## src/rtl/sseg_adder_scan_pkg.sv

```systemverilog
// rtl/sseg_adder_scan_pkg.sv - shared segment patterns, mode encodings and scan index type
package sseg_adder_scan_pkg;

  // Active-low cathodes, bit order G,F,E,D,C,B,A,p
  localparam logic [7:0] V0 = 8'h81;
  localparam logic [7:0] V1 = 8'hF3;
  localparam logic [7:0] V2 = 8'h49;
  localparam logic [7:0] V3 = 8'h61;
  localparam logic [7:0] V4 = 8'h33;
  localparam logic [7:0] V5 = 8'h25;
  localparam logic [7:0] V6 = 8'h05;
  localparam logic [7:0] V7 = 8'hF1;
  localparam logic [7:0] V8 = 8'h01;
  localparam logic [7:0] V9 = 8'h31;
  localparam logic [7:0] VA = 8'h11;
  localparam logic [7:0] VB = 8'h07;
  localparam logic [7:0] VC = 8'h8D;
  localparam logic [7:0] VD = 8'h43;
  localparam logic [7:0] VE = 8'h0D;
  localparam logic [7:0] VF = 8'h1D;
  localparam logic [7:0] VU = 8'h13;
  localparam logic [7:0] SEG_BLANK = 8'hFF;

  localparam logic [1:0] MODE_A     = 2'd0;
  localparam logic [1:0] MODE_B     = 2'd1;
  localparam logic [1:0] MODE_SUM   = 2'd2;
  localparam logic [1:0] MODE_UNDEF = 2'd3;

  typedef logic [2:0] scan_idx_t;

endpackage

```

## src/rtl/sseg_hex_decode.sv

```systemverilog
// rtl/sseg_hex_decode.sv - combinational nibble to seven-segment pattern decoder
module sseg_hex_decode
  import sseg_adder_scan_pkg::*;
(
  input  logic [3:0] nibble,
  output logic [7:0] pattern
);

  always_comb begin
    pattern = SEG_BLANK;
    case (nibble)
      4'h0: pattern = V0;
      4'h1: pattern = V1;
      4'h2: pattern = V2;
      4'h3: pattern = V3;
      4'h4: pattern = V4;
      4'h5: pattern = V5;
      4'h6: pattern = V6;
      4'h7: pattern = V7;
      4'h8: pattern = V8;
      4'h9: pattern = V9;
      4'hA: pattern = VA;
      4'hB: pattern = VB;
      4'hC: pattern = VC;
      4'hD: pattern = VD;
      4'hE: pattern = VE;
      4'hF: pattern = VF;
      default: pattern = SEG_BLANK;
    endcase
  end

endmodule

```

## src/rtl/sseg_adder_scan.sv

```systemverilog
// rtl/sseg_adder_scan.sv - registered adder with multiplexed seven-segment scan; SSEG_ADDER_SCAN_BLANK_EN blanks leading zeros
module sseg_adder_scan
  import sseg_adder_scan_pkg::*;
#(
  parameter int WIDTH    = 8,
  parameter int DIGITS   = 4,
  parameter int SCAN_DIV = 50000
)
(
  input  logic              clk,
  input  logic              reset,
  input  logic [WIDTH-1:0]  a,
  input  logic [WIDTH-1:0]  b,
  input  logic              cin,
  input  logic [1:0]        mode,
  output logic [7:0]        sseg,
  output logic [DIGITS-1:0] AN
);

  localparam int NW = 4 * DIGITS;
  localparam int PW = $clog2(SCAN_DIV);

  if (NW < WIDTH + 1) begin : g_width_check
    $fatal(1, "sseg_adder_scan: 4*DIGITS must hold WIDTH+1 result bits");
  end

  logic [PW-1:0]     presc;
  logic              tick;
  scan_idx_t         idx;
  logic [WIDTH:0]    sum_q;
  logic [NW-1:0]     src;
  logic [3:0]        nib;
  logic [7:0]        dec;
  logic              blank;
  logic [7:0]        seg_next;
  logic [DIGITS-1:0] an_next;

  assign tick = (presc == PW'(SCAN_DIV - 1));

  always_ff @(posedge clk or posedge reset) begin
    if (reset) begin
      presc <= '0;
    end else if (tick) begin
      presc <= '0;
    end else begin
      presc <= presc + 1'b1;
    end
  end

  always_ff @(posedge clk or posedge reset) begin
    if (reset) begin
      idx <= '0;
    end else if (tick) begin
      idx <= (idx == scan_idx_t'(DIGITS - 1)) ? '0 : idx + 1'b1;
    end
  end

  always_ff @(posedge clk or posedge reset) begin
    if (reset) begin
      sum_q <= '0;
    end else begin
      sum_q <= {1'b0, a} + {1'b0, b} + (WIDTH + 1)'(cin);
    end
  end

  always_comb begin
    src = '0;
    case (mode)
      MODE_A:  src = NW'(a);
      MODE_B:  src = NW'(b);
      default: src = NW'(sum_q);
    endcase
  end

  assign nib = 4'(src >> {idx, 2'b00});

`ifdef SSEG_ADDER_SCAN_BLANK_EN
  // Nothing left above the current nibble means this digit is a leading zero
  assign blank = (idx != '0) && ((src >> {idx, 2'b00}) == '0);
`else
  assign blank = 1'b0;
`endif

  sseg_hex_decode u_dec (
    .nibble  (nib),
    .pattern (dec)
  );

  always_comb begin
    seg_next = dec;
    if (mode == MODE_UNDEF) begin
      seg_next = VU;
    end else if (blank) begin
      seg_next = SEG_BLANK;
    end else if (mode == MODE_SUM && idx == '0 && sum_q[WIDTH]) begin
      seg_next[0] = 1'b0;
    end
  end

  assign an_next = ~(DIGITS'(1) << idx);

  always_ff @(posedge clk or posedge reset) begin
    if (reset) begin
      AN   <= '1;
      sseg <= SEG_BLANK;
    end else begin
      AN   <= an_next;
      sseg <= seg_next;
    end
  end

endmodule

```

## config.mk

```make
export PLATFORM = sky130hd
export DESIGN_NAME = sseg_adder_scan
export DESIGN_NICKNAME = d
export VERILOG_FILES = /design/src/rtl/sseg_adder_scan_pkg.sv /design/src/rtl/sseg_hex_decode.sv /design/src/rtl/sseg_adder_scan.sv
export SDC_FILE = /design/constraint.sdc
export NUM_CORES = 1
export LEC_CHECK = 0
export ABC_AREA = 1
export CORE_UTILIZATION = 45
export DETAILED_ROUTE_END_ITERATION = 10
export PLACE_DENSITY_LB_ADDON = 0.3
export SYNTH_ARGS = -nofsm -noshare
export SYNTH_HDL_FRONTEND = slang
export SYNTH_SLANG_ARGS = --single-unit
```

## constraint.sdc

```tcl
create_clock -name clk -period 1.93 [get_ports clk]
set_input_delay 0.4825 -clock clk [delete_from_list [all_inputs] [get_ports clk]]
set_output_delay 0.4825 -clock clk [all_outputs]
set_load 0.1 [all_outputs]
```

==> metrics.md, run 1 <==
| Metric | Value |
|---|---|
| Hold-fix buffers at CTS | `0` |
| Run status | `completed` |
| Placer Congestion | `around 0.9` |
| Final Critical Period | `1.836 ns` |
| Initial DRC Count | `175` |
| Sequential area share after synthesis | `39.90%` |
| Worst Path Required | `~2.1 ns` |
| Detail Placement HPWL | `4.284 mm` |
| Average wire per standard cell | `12.19 um` |
| Slowest cell on crit path | `clkdlybuf4s50_1` |
| Reg2reg end | `sseg[1]` |
| Root Driver | `clkbuf_8` |
| Vias in the first global route | `2268` |
| Cell taking the most area after synthesis | `dfrtp_1` |
| I/O Buffers | `32` |
| Die Ht | `77.22 um` |
| CP endpoint kind | `register` |
| Via density | `4.961` |
| Clock tree buffer depth | `2` |
| Hold Crit Depth | `1` |
| Period utilization | `95.12%` |
| Hold Path Class | `reg -> reg` |
| Synth area leaders | `dfrtp_1, dfstp_2, nand2_1, ha_1, inv_1` |
| Hold Path End | `presc[0]` |
| Drt first pass iters | `4` |
| Clk_skew | `between 0.01 and 0.015 ns` |
| DP Area | `approximately 0.0034 sq mm` |
| Num CTS Buffers | `5` |
| Max Cap Viol | `0` |
| Reg2reg path depth | `12` |
| Vias | `roughly 2300` |
| Rel. slew slack | `72.61%` |
| Final worst setup slack | `0.09420 ns` |
| CP Class | `in -> reg` |
| Clk slew on worst S/H paths | `0.09 ns` |
| Worst EP arrival | `2.05 ns` |
| Reg2Reg Setup Slack | `approximately 0.16 ns` |
| Peak Freq | `544.7 MHz` |
| Leak | `1.874 nW` |
| # nets final | `roughly 440` |
| Syn Std Cell Area | `0.002546 sq mm` |
| Main synth FF type | `dfrtp_1` |
| Ys async rst share | `100.0%` |
| Post-place setup slack | `-0.5704 ns` |
| Area grow syn2layout | `41.03%` |
| Post-Layout Inst Area | `around 0.0036 sq mm` |
| CTS tree | `done` |
| Max H-tree Level | `2` |
| Starting Density | `approximately 47%` |
| GRT Resource Usage Total | `around a fifth` |
| Pwr dens | `about 720 mW/mm^2` |
| Grt ovf | `0` |
| Synth cell types | `33` |
| Pin count of the biggest net entering global routing | `41` |
| Most frequent CP cell | `nand2_1` |
| Syn nets | `357` |
| Core outline area | `0.005473 sq mm` |
| Final wirelength | `5.694 mm` |
| Cell Chain, Critical Path | `clkdlybuf4s50_1 -> inv_1 -> nand2_1 -> nand3_2 -> nand3_2 -> nand2_4 -> buf_4 -> buf_4 -> ha_1 -> nand4_1 -> nand2_1 -> nand2_1 -> nand3_1` |
| DRC violations left | `0` |
| Synthesized flop and latch total | `40` |
| Worst Hold Launch | `presc[0]` |
| Area share of the largest cell type after synthesis | `27.52%` |
| Final setup violation count | `0` |
| First-pass GRT wire length | `9.811 mm` |
| Layout filler cell count | `around 470` |
| CP Max Fanout | `4` |
| Final Hold Fails | `0` |
| Synth warnings | `0` |
| Top-count cell post-synth | `nand2_1` |
| # IOs | `33` |
| Hold WS | `0.4710 ns` |
| Worst vdd ir | `0.4669 mV` |
| Final core occ | `65.62%` |
| Slew Limit Fails | `0` |
| Die area | `0.005963 sq mm` |
| Commonest cells post-synth | `nand2_1, inv_1, nor2_1` |
| Final ANT Viol Nets | `0` |
| Worst stage delay on the critical path | `roughly 0.48 ns` |
| EDFF count, synth | `0` |
| # rows | `27` |
| RR Startpoint | `idx[0]` |
| Die Wd | `77.22 um` |
| Syn Inst Count | `316` |
| Diode count | `0` |
| Initial antenna violation count | `0` |
| Sink Count | `40` |
| Share of layout cells above drive strength 1 | `27.59%` |
| Crit start category | `input pin` |
| Syn_area_per_cell | `8.058 sq um` |
| Clk Latency, worst-skew pair | `0.30 ns` |
| Least-Margin Pin Slew | `~0.41 ns` |
[final cells by class]
cell class	count	area, sq um	area share (%)
Multi-Input combinational cell	220	1375	38.29
Sequential cell	40	1016	28.29
Timing Repair Buffer	72	785.8	21.88
Inverter	55	209.0	5.819
Tap cell	72	90.09	2.509
Clock buffer	5	68.82	1.916
Clock inverter	3	46.29	1.289
[layer usage]
layer | part of all wire, % | GRT usage (%) | up-vias
met4 | 0.83 | 4.151 | 0
met3 | 3.7 | 4.167 | 6
met1 | 45 | 26.27 | 1090
li1 | - | - | 1168
met5 | 0 | 0 | -
met2 | 50 | 35.22 | 53
[through the flow]
step                power, mW  instances  setup TNS, ns
floorplan               1.508        316              0
CTS                     2.570        462              0
finish                  2.578        467              0
global route            2.708        467     -0.0006701
detailed placement      1.854        453         -5.395
global placement        1.836        453         -4.543
[worst max-delay path, delay by kind of cell]
family | cells | cell delay, ns
fa+ha+maj | 1 | 0.17
buf+inv | 4 | 0.79
simple gates | 8 | 0.61
[worst max path at each step]
stage | startpoint | end | slack (ns) | depth (start not counted)
floorplan | mode[1] | sseg[3] | 0.03 | 13
global placement | mode[1] | sseg[2] | -0.49 | 14
detailed placement | mode[1] | sseg[2] | -0.57 | 14
CTS | cin | sum_q[6] | 0.01 | 9
global route | b[4] | sseg[1] | -0.0007 | 13
finish | b[4] | sseg[1] | 0.09 | 13
[flip-flops by register name, summed over array words and instances (netlist names)]
| register | cells |
|---|---|
| AN | 4 |
| presc | 16 |
| sum_q | 9 |
| sseg | 8 |
| idx | 3 |
[repair_timing]
action / 4_1_cts / 5_1_grt
setup endpoints to repair: 10 / 8
cloned: 0 / 1
buffers inserted: 1 / 4
pin swaps: 4 / 10
gates resized for setup: 15 / 19
hold endpoints to repair: 0 / 0
[logic make-up (layout without fill, tap and decap cells)]
logic type	count (synthesis)	count (layout)	share of synthesized area, %
AND/OR/NAND/NOR	159	159	30.37
buffers and inverters	56	135	8.550
flip-flops	40	40	39.90
AO/OA/AOI/OAI	28	28	6.290
adder cells (fa/ha/maj)	20	20	10.42
XOR/XNOR	13	13	4.472
[report_power, final]
group | switching, mW | total [mW] | leakage, nW | internal (mW)
sequential | 0.0361 | 0.968 | 0.482 | 0.932
clock | 0.307 | 0.697 | 0.0548 | 0.390
combinational | 0.534 | 0.913 | 1.34 | 0.379
total | 0.878 | 2.58 | 1.87 | 1.70
[cells in the final DEF, fill, tap and decap left out, types with 2 or more instances in the layout]
cell              n
nand3_1          16
dlygate4sd2_1     2
inv_1            47
ha_2              2
o21ai_0           5
dfstp_2          12
nor3b_1           3
nand2_4           3
dfrtp_1          28
a21oi_1          13
clkbuf_2          2
nor2_1           29
buf_12           14
o211ai_1          3
nand3_2           6
buf_4            37
clkbuf_8          5
inv_2             7
nor4_1            2
o21ai_2           2
clkdlybuf4s50_1  10
nand4_1          13
nor3_2            2
nand3b_1          3
xor2_1            9
nor2_4            3
xnor2_1           4
nand2_1          67
nor3_1            6
nand2_2           2
ha_1             15
fa_2              2
dlymetal6s2s_1    6
a31oi_1           2
Note: power is estimated with default switching activity, not from simulation.
==> run 2: changes to the inputs <==
- CTS_BUF_LIST: unset -> sky130_fd_sc_hd__clkbuf_8
==> results of run 2 <==
No change in the layout: final DEF, timing and power equal those of run 1.
